<file path="src/rtl/fetch_stage.sv">
// fetch_stage: RV32I IF stage with IF/ID register; one-outstanding req/gnt/rvalid fetch port
// and a 1-entry skid buffer that catches a word returning while decode is stalled.
module fetch_stage #(
   parameter int              XLEN     = 32,
   parameter logic [XLEN-1:0] RESET_PC = '0,
   parameter logic [31:0]     NOP      = 32'h0000_0013
) (
   input  logic            clk,
   input  logic            rst_n,
   input  logic            i_stallf,
   input  logic            i_stalld,
   input  logic            i_flushd,
   input  logic            i_pc_src_e,
   input  logic [XLEN-1:0] i_pc_target_e,
   output logic            o_imem_req,
   output logic [XLEN-1:0] o_imem_addr,
   input  logic            i_imem_gnt,
   input  logic            i_imem_rvalid,
   input  logic [31:0]     i_imem_rdata,
   output logic [31:0]     o_instr_d,
   output logic [XLEN-1:0] o_pc_d,
   output logic [XLEN-1:0] o_pc_plus4_d,
   output logic            o_valid_d
);
   typedef enum logic [1:0] {S_REQ, S_WAIT, S_DROP} state_t;
   state_t          r_state, w_state_nxt;
   logic [XLEN-1:0] r_pcf, w_pcf_nxt, w_target;
   logic            r_buf_valid;
   logic [31:0]     r_buf_word;
   logic [XLEN-1:0] r_buf_pc;
   logic [31:0]     r_instr;
   logic [XLEN-1:0] r_pcd, r_pc4;
   logic            r_valid;
   logic            w_req, w_deliver;

   assign w_target    = i_pc_target_e & ~XLEN'(3);
   assign w_req       = rst_n & (r_state == S_REQ) & ~i_stallf & ~r_buf_valid & ~i_pc_src_e;
   assign w_deliver   = (r_state == S_WAIT) & i_imem_rvalid & ~i_pc_src_e;
   assign o_imem_req  = w_req;
   assign o_imem_addr = r_pcf;
   assign o_instr_d    = r_instr;
   assign o_pc_d       = r_pcd;
   assign o_pc_plus4_d = r_pc4;
   assign o_valid_d    = r_valid;

   always_comb begin
      w_state_nxt = r_state;
      case (r_state)
         S_REQ:   w_state_nxt = (w_req & i_imem_gnt) ? S_WAIT : S_REQ;
         S_WAIT:  w_state_nxt = i_imem_rvalid ? S_REQ : i_pc_src_e ? S_DROP : S_WAIT;
         S_DROP:  w_state_nxt = i_imem_rvalid ? S_REQ : S_DROP;
         default: w_state_nxt = S_REQ;
      endcase
      w_pcf_nxt = i_pc_src_e ? w_target : w_deliver ? r_pcf + XLEN'(4) : r_pcf;
   end

   always_ff @(posedge clk) begin
      if (!rst_n) begin
         r_state     <= S_REQ;
         r_pcf       <= RESET_PC;
         r_buf_valid <= 1'b0;
         r_instr     <= NOP;
         r_pcd       <= '0;
         r_pc4       <= '0;
         r_valid     <= 1'b0;
      end else begin
         r_state <= w_state_nxt;
         r_pcf   <= w_pcf_nxt;
         if (i_flushd) begin
            r_instr     <= NOP;
            r_valid     <= 1'b0;
            r_buf_valid <= 1'b0;
         end else if (i_stalld) begin
            // requests are blocked while the buffer is full, so it is always free here
            if (w_deliver) begin
               r_buf_valid <= 1'b1;
               r_buf_word  <= i_imem_rdata;
               r_buf_pc    <= r_pcf;
            end
         end else if (r_buf_valid) begin
            r_instr     <= r_buf_word;
            r_pcd       <= r_buf_pc;
            r_pc4       <= r_buf_pc + XLEN'(4);
            r_valid     <= 1'b1;
            r_buf_valid <= 1'b0;
         end else if (w_deliver) begin
            r_instr <= i_imem_rdata;
            r_pcd   <= r_pcf;
            r_pc4   <= r_pcf + XLEN'(4);
            r_valid <= 1'b1;
         end else begin
            r_instr <= NOP;
            r_valid <= 1'b0;
         end
      end
   end
endmodule
</file>
<file path="config.mk">
export PLATFORM = sky130hd
export DESIGN_NAME = fetch_stage
export DESIGN_NICKNAME = d
export VERILOG_FILES = /design/src/rtl/fetch_stage.sv
export SDC_FILE = /design/constraint.sdc
export NUM_CORES = 1
export LEC_CHECK = 0
export ABC_AREA = 1
export BUFFER_PORTS_ARGS = -buffer_cell sky130_fd_sc_hd__buf_2
export CORE_ASPECT_RATIO = 0.5
export CORE_MARGIN = 2
export CORE_UTILIZATION = 49
export CTS_CLUSTER_DIAMETER = 150
export DETAILED_ROUTE_END_ITERATION = 10
export HOLD_SLACK_MARGIN = 0.06
export PLACE_DENSITY = 0.75
export SETUP_SLACK_MARGIN = 0.5
export SKIP_CTS_REPAIR_TIMING = 1
export SYNTH_ARGS = -nofsm -noshare
export SYNTH_HDL_FRONTEND = slang
export SYNTH_SLANG_ARGS = --single-unit
</file>
<file path="constraint.sdc">
create_clock -name clk -period 3.7 [get_ports clk]
set_clock_uncertainty 0.1 [all_clocks]
set_input_delay 0 -clock clk [delete_from_list [all_inputs] [get_ports clk]]
set_output_delay 0 -clock clk [all_outputs]
set_load 0.03 [all_outputs]
</file>
==> metrics.md, run 1 <==
| Metric | Value |
|---|---|
| Max Clock Freq | 0.367 GHz |
| Final setup vio count | 0 |
| YS warnings | 0 |
| CP max stage delay | 820 ps |
| Starting Density | 0.506 |
| Worst-margin pin slew | 1080 ps |
| Yosys cell types | 42 |
| Worst Setup End Kind | flip-flop |
| Area Overhead vs Synth | 26.3% |
| Largest net degree at the start of global routing | 93 |
| Detail Route Antenna Nets | 0 |
| Crit path max-delay family | buffers and inverters |
| WL final | 28800 um |
| Area contributors post-synth | dfxtp_1, edfxtp_1, nand2_1, nand3_1, a21oi_1 |
| Setup_tns | 0 ps |
| Multi-input logic area | 3960 um2 |
| Top_reg_cell synth | dfxtp_1 |
| RSZ-0062 raised after global routing | false |
| Count leader, synth | nand2_1 |
| Clock sinks | 188 |
| Slowest CP cell | buf_4 |
| Met2 GRT Util | 0.436 |
| Total power | 4.48 mW |
| Type of origin of the critical path | flip-flop |
| Post-synth top cells | nand2_1, dfxtp_1, nor2_1, nand3_1, a21oi_1 |
| DR WL/cell | 17.7 um |
| Met1 GRT Util | 0.372 |
| Setup Crit Path Kind | reg2reg |
| Fin area | 11200 um2 |
| # nets final | 1454 |
| DRT iter0 DRCs | 772 |
| Status | finished clean |
| Min-Delay Path Class | in2reg |
| CTS tree | yes |
| Max IR drop VDD | 0.358 mV |
| Worst hold start | i_pc_src_e |
| DR DRC count | 0 |
| Placed wire-length estimate | 18800 um |
| CTS H-tree lvls | 4 |
| Final Hold Viols | 0 |
| Via-to-Cell Ratio | 5.58 |
| Port Buffers | 193 |
| Bufs and invs on worst path | 3 |
| Crit-path max FO | 92 |
| Routed vias | 9086 |
| Initial antenna violation count | 2 |
| Leakage power | 4.66 nW |
| Row count | 34 |
| Met3 Resource Use GR | 0.0831 |
| Die Wd | 195 um |
| GR peak layer | met2 |
| Critical register-to-register path startpoint | r_buf_valid$_SDFFE_PP0N_ |
| Worst slew margin | 0.277 |
| Cell area power density | 399 nW/um2 |
| Clk root buf | clkbuf_16 |
| First-pass GRT wire length | 42100 um |
| Crit path required time | 3920 ps |
| Leading area contributor after synthesis | dfxtp_1 |
| Crit-path cells | inv_2 > buf_4 > nand4_1 > nor3_1 > nand2_1 > dlygate4sd3_1 > o41ai_1 |
| FILL cells | 1529 |
| First-pass DRT Iterations | 6 |
| Vias in the first global route | 7993 |
| Worst-Skew Late Latency | 440 ps |
| Period minus WS final | 2730 ps |
| Core ar. | 17600 um2 |
| Top cell type's share of synthesized area | 0.284 |
| Critical path origin | r_buf_valid$_SDFFE_PP0N_ |
| Share of layout cells above drive strength 1 | 0.179 |
| Sequential cell area | 4390 um2 |
| Sequential area share after synthesis | 0.493 |
| I/O pins | 202 |
| Die H | 99.3 um |
| EDFF count, synth | 62 |
| Congestion Overflow GR | 0 |
| Final period utilization | 0.737 |
| Routability cong. | 0.940 |
| Synthesized flop and latch total | 188 |
| Clock Tree Buf Depth | 2 |
| Syn Std Cell Area | 8890 um2 |
| Synthesized instance count | 1154 |
| Reg clk slew, reported paths | 70 ps |
| GRT Total Usage | 0.278 |
| Async SR Flop Fraction | 0 |
| Syn Area/Cell | 7.71 um2 |
| CP Data Arrival Time | 2950 ps |
| TritonCTS Buffers | 17 |
| Dpl cell area | 9920 um2 |
| Total of max-cap violations | 0 |
| Max-slew violations | 0 |
| Die ar. | 19300 um2 |
cell families after synthesis:
logic type / after synthesis / synth area share
AOI/OAI and AO/OA: 243 / 0.153
xor gates and xnor gates: 27 / 0.0266
adders and majority gates: 2 / 0.00281
buffers and inverters: 133 / 0.0649
DFF: 188 / 0.493
muxes: 3 / 0.00338
other: 1 / 0.000422
and+or+nand+nor: 557 / 0.256
metrics by stage:
step	util	setup slack [ps]	cells	hold slack, ps
2_1_floorplan	-	929	1159	-1.13
3_3_place_gp	0.564	1220	1524	91.0
3_5_place_dp	0.564	1160	1524	93.8
4_1_cts	0.598	1140	1556	-367
5_1_grt	0.639	830	1628	60.7
6_report	0.639	973	1629	36.7
area by class of cell:
type | count | area share
Clock inverter | 15 | 0.0155
Tap cell | 234 | 0.0261
Timing Repair Buffer | 272 | 0.156
Multi-Input combinational cell | 838 | 0.353
Sequential cell | 188 | 0.390
Inverter | 63 | 0.0212
Clock buffer | 17 | 0.0379
Antenna cell | 2 | 0.000446
layout by cell type, fill, tap and decap left out, types with 58 or more instances in the layout:
master         count
nand2_1          348
buf_2            193
o21ai_0           70
inv_1             58
dlygate4sd3_1     71
nand3_1           94
a21oi_1           86
nor2_1            95
edfxtp_1          62
dfxtp_1          125
worst reg2reg max path: stages, from the launching register on:
cell and delay, ps:
dfxtp_2 330, inv_2 70, buf_4 820, nand4_1 280, nor3_1 270, nand2_1 90, dlygate4sd3_1 580, o41ai_1 80
where the power goes:
part / switching [mW] / internal, mW / total [mW] / leakage, nW
sequential: 0.0553 / 2.16 / 2.22 / 1.57
combinational: 0.233 / 0.146 / 0.379 / 2.79
clock: 0.920 / 0.969 / 1.89 / 0.290
total: 1.21 / 3.28 / 4.48 / 4.66
registers in the layout, summed over array words and instances, names as in the netlist:
signal	cells
o_pc_plus4_d	30
r_buf_pc	30
r_state	2
r_buf_valid	1
o_instr_d	32
o_imem_addr	30
o_pc_d	30
r_buf_word	32
o_valid_d	1
path summary, 6_finish.rpt:
check | end | slack [ps] | depth (start not counted)
worst max register to register | r_state[0]$_SDFF_PN0_ | 970 | 7
worst min register to register | o_pc_plus4_d[5]$_SDFFE_PN0P_ | 370 | 2
worst max-delay path | r_state[0]$_SDFF_PN0_ | 970 | 7
worst min-delay path | o_imem_addr[28]$_SDFFE_PN0P_ | 40 | 3
per-layer routing:
layer,vias to the layer above,share of wire
li1,4313,-
met4,0,0.020
met5,-,0
met3,59,0.097
met2,493,0.46
met1,4221,0.42
Note: power is estimated with default switching activity, not from simulation.
==> run 2: changes to the inputs <==
==> constraint.sdc (replaced) <==
create_clock -name clk -period 2.2 [get_ports clk]
set_clock_uncertainty 0.1 [all_clocks]
set_input_delay 0 -clock clk [delete_from_list [all_inputs] [get_ports clk]]
set_output_delay 0 -clock clk [all_outputs]
set_load 0.03 [all_outputs]
==> run 2 against run 1 <==
Net effect:
- worst setup slack worse by 690 ps
- cell count is 4.8% higher
- cell area is 14% higher
- fmax grew 42%
- critical path depth rose by 3
- sequential share of layout area is 4.4 points lower
- via count grew 10%
- combinational power up 98%
- die area unchanged
- largest power group unchanged
- power rose by 71%
- worst hold slack worse by 29 ps
- register-to-register slack worse by 690 ps
- highest routed layer is now met5
==> metrics.md, run 2 (synthesis gave the netlist of run 1 again) <==
| Metric | Value |
|---|---|
| CTS H-tree lvls | 4 |
| Row count | 34 |
| Final Util | 0.730 |
| Critical register-to-register path startpoint | r_state[0]$_SDFF_PN0_ |
| I/O pins | 202 |
| Core ar. | 17600 um2 |
| Detail Route Antenna Nets | 0 |
| Initial antenna violation count | 1 |
| First-pass DRT Iterations | 6 |
| # nets final | 1535 |
| WL final | 34400 um |
| Worst-margin pin slew | 636 ps |
| Clock Tree Buf Depth | 2 |
| Starting Density | 0.506 |
| Worst Setup End Kind | flip-flop |
| Share of layout cells above drive strength 1 | 0.305 |
| Reg2Reg Setup Slack | 280 ps |
| Total power | 7.65 mW |
| First-pass GRT wire length | 43300 um |
| Worst hold start | rst_n |
| Worst slew margin | 0.576 |
| Sequential cell area | 4440 um2 |
| Type of origin of the critical path | flip-flop |
| Hold slack | 7.59 ps |
| DR DRC count | 0 |
| RSZ-0062 raised after global routing | true |
| DR WL/cell | 20.1 um |
| Final Hold Viols | 0 |
| Seq pwr share | 0.484 |
| CP max stage delay | 340 ps |
| Crit-path max FO | 5 |
| Leakage power | 5.25 nW |
| Int Pwr | 5.56 mW |
| Gate power share | 0.098 |
| CTS tree | yes |
| Setup_tns | 0 ps |
| Net Sw Frac | 0.273 |
| DRT iter0 DRCs | 1111 |
| Clock sinks | 188 |
| Slowest CP cell | dfxtp_2 |
| Commonest cells after routing, fill and taps aside | nand2_1, buf_2, dfxtp_1 |
| Ant diodes | 0 |
| Max-slew violations | 0 |
| Via-to-Cell Ratio | 5.87 |
| Multi-input logic area | 4500 um2 |
| Routed vias | 10000 |
| Crit path required time | 2450 ps |
| Congestion Overflow GR | 0 |
| Reg clk slew, reported paths | 80 ps |
| GRT Total Usage | 0.286 |
| Min-Delay Path Class | in2reg |
| Port Buffers | 193 |
| Area Overhead vs Synth | 44.2% |
| Largest net degree at the start of global routing | 93 |
| Routability cong. | 0.944 |
| Max IR drop VDD | 0.585 mV |
| Setup Crit Path Kind | reg2reg |
| P_sw | 2.09 mW |
| Clk pwr share | 0.418 |
| Die Wd | 195 um |
| FILL cells | 1242 |
| Die ar. | 19300 um2 |
| Worst-Skew Late Latency | 450 ps |
| Final setup vio count | 0 |
| Max Clock Freq | 0.522 GHz |
| Total of max-cap violations | 0 |
| CP Data Arrival Time | 2170 ps |
| Period minus WS final | 1920 ps |
| Commonest non-fill, non-tap cell in the layout | nand2_1 |
| Vias in the first global route | 8234 |
| Placed wire-length estimate | 19600 um |
| Critical path origin | r_state[0]$_SDFF_PN0_ |
| Cell area power density | 596 nW/um2 |
| TritonCTS Buffers | 17 |
| Fin area | 12800 um2 |
| Crit-path cells | inv_2 > nor2_4 > nand3_4 > a21oi_4 > nand2_8 > buf_4 > a21oi_1 > o21ai_0 > nand2_1 > inv_1 |
| Clk root buf | clkbuf_16 |
| Status | finished clean |
| Final period utilization | 0.871 |
| Die H | 99.3 um |
| Dpl cell area | 10200 um2 |
## run 2: through the flow
stage / std cells / setup WS (ps)
2_1_floorplan: 1159 / 140
3_3_place_gp: 1554 / 246
3_5_place_dp: 1554 / 201
4_1_cts: 1586 / 177
5_1_grt: 1708 / 229
6_report: 1708 / 284
## run 2: critical path, delay by kind of cell (launching register included)
kind,cells,cell delay [ps]
buffers and inverters,3,290
AOI/OAI and AO/OA,3,610
DFF,1,340
and+or+nand+nor,4,480
## run 2: area by class of cell
class                      count  share of cell area
inverter                      63              0.0209
timing repair buffer         352               0.211
timing repair inverter         1             0.00127
sequential                   188               0.346
clock inverter                15              0.0137
clock buffer                  17              0.0332
multi-input combinational    838               0.351
tap                          234              0.0228
## run 2: final timing paths
| kind | depth (start not counted) | end |
|---|---|---|
| setup / recovery | 10 | o_pc_plus4_d[10]$_SDFFE_PN0P_ |
| hold / removal | 5 | r_buf_valid$_SDFFE_PP0N_ |
| setup reg to reg | 10 | o_pc_plus4_d[10]$_SDFFE_PN0P_ |
| hold reg to reg | 2 | o_pc_plus4_d[27]$_SDFFE_PN0P_ |
## run 2: layer usage
metal | up-vias | share of wire | track usage
met5 | - | 0.0030 | 0
met4 | 2 | 0.031 | 0.0734
met3 | 115 | 0.13 | 0.0851
met2 | 704 | 0.45 | 0.457
met1 | 4724 | 0.39 | 0.382
li1 | 4473 | - | -
## run 2: power groups by stage
stage / registers [mW] / clock network, mW / logic [mW]
finish: 3.70 / 3.19 / 0.751
global route: 3.71 / 3.33 / 0.797
CTS: 3.70 / 3.18 / 0.582
detailed placement: 3.78 / 0 / 0.580
global placement: 3.78 / 0 / 0.568
floorplan: 3.87 / 0 / 0.242
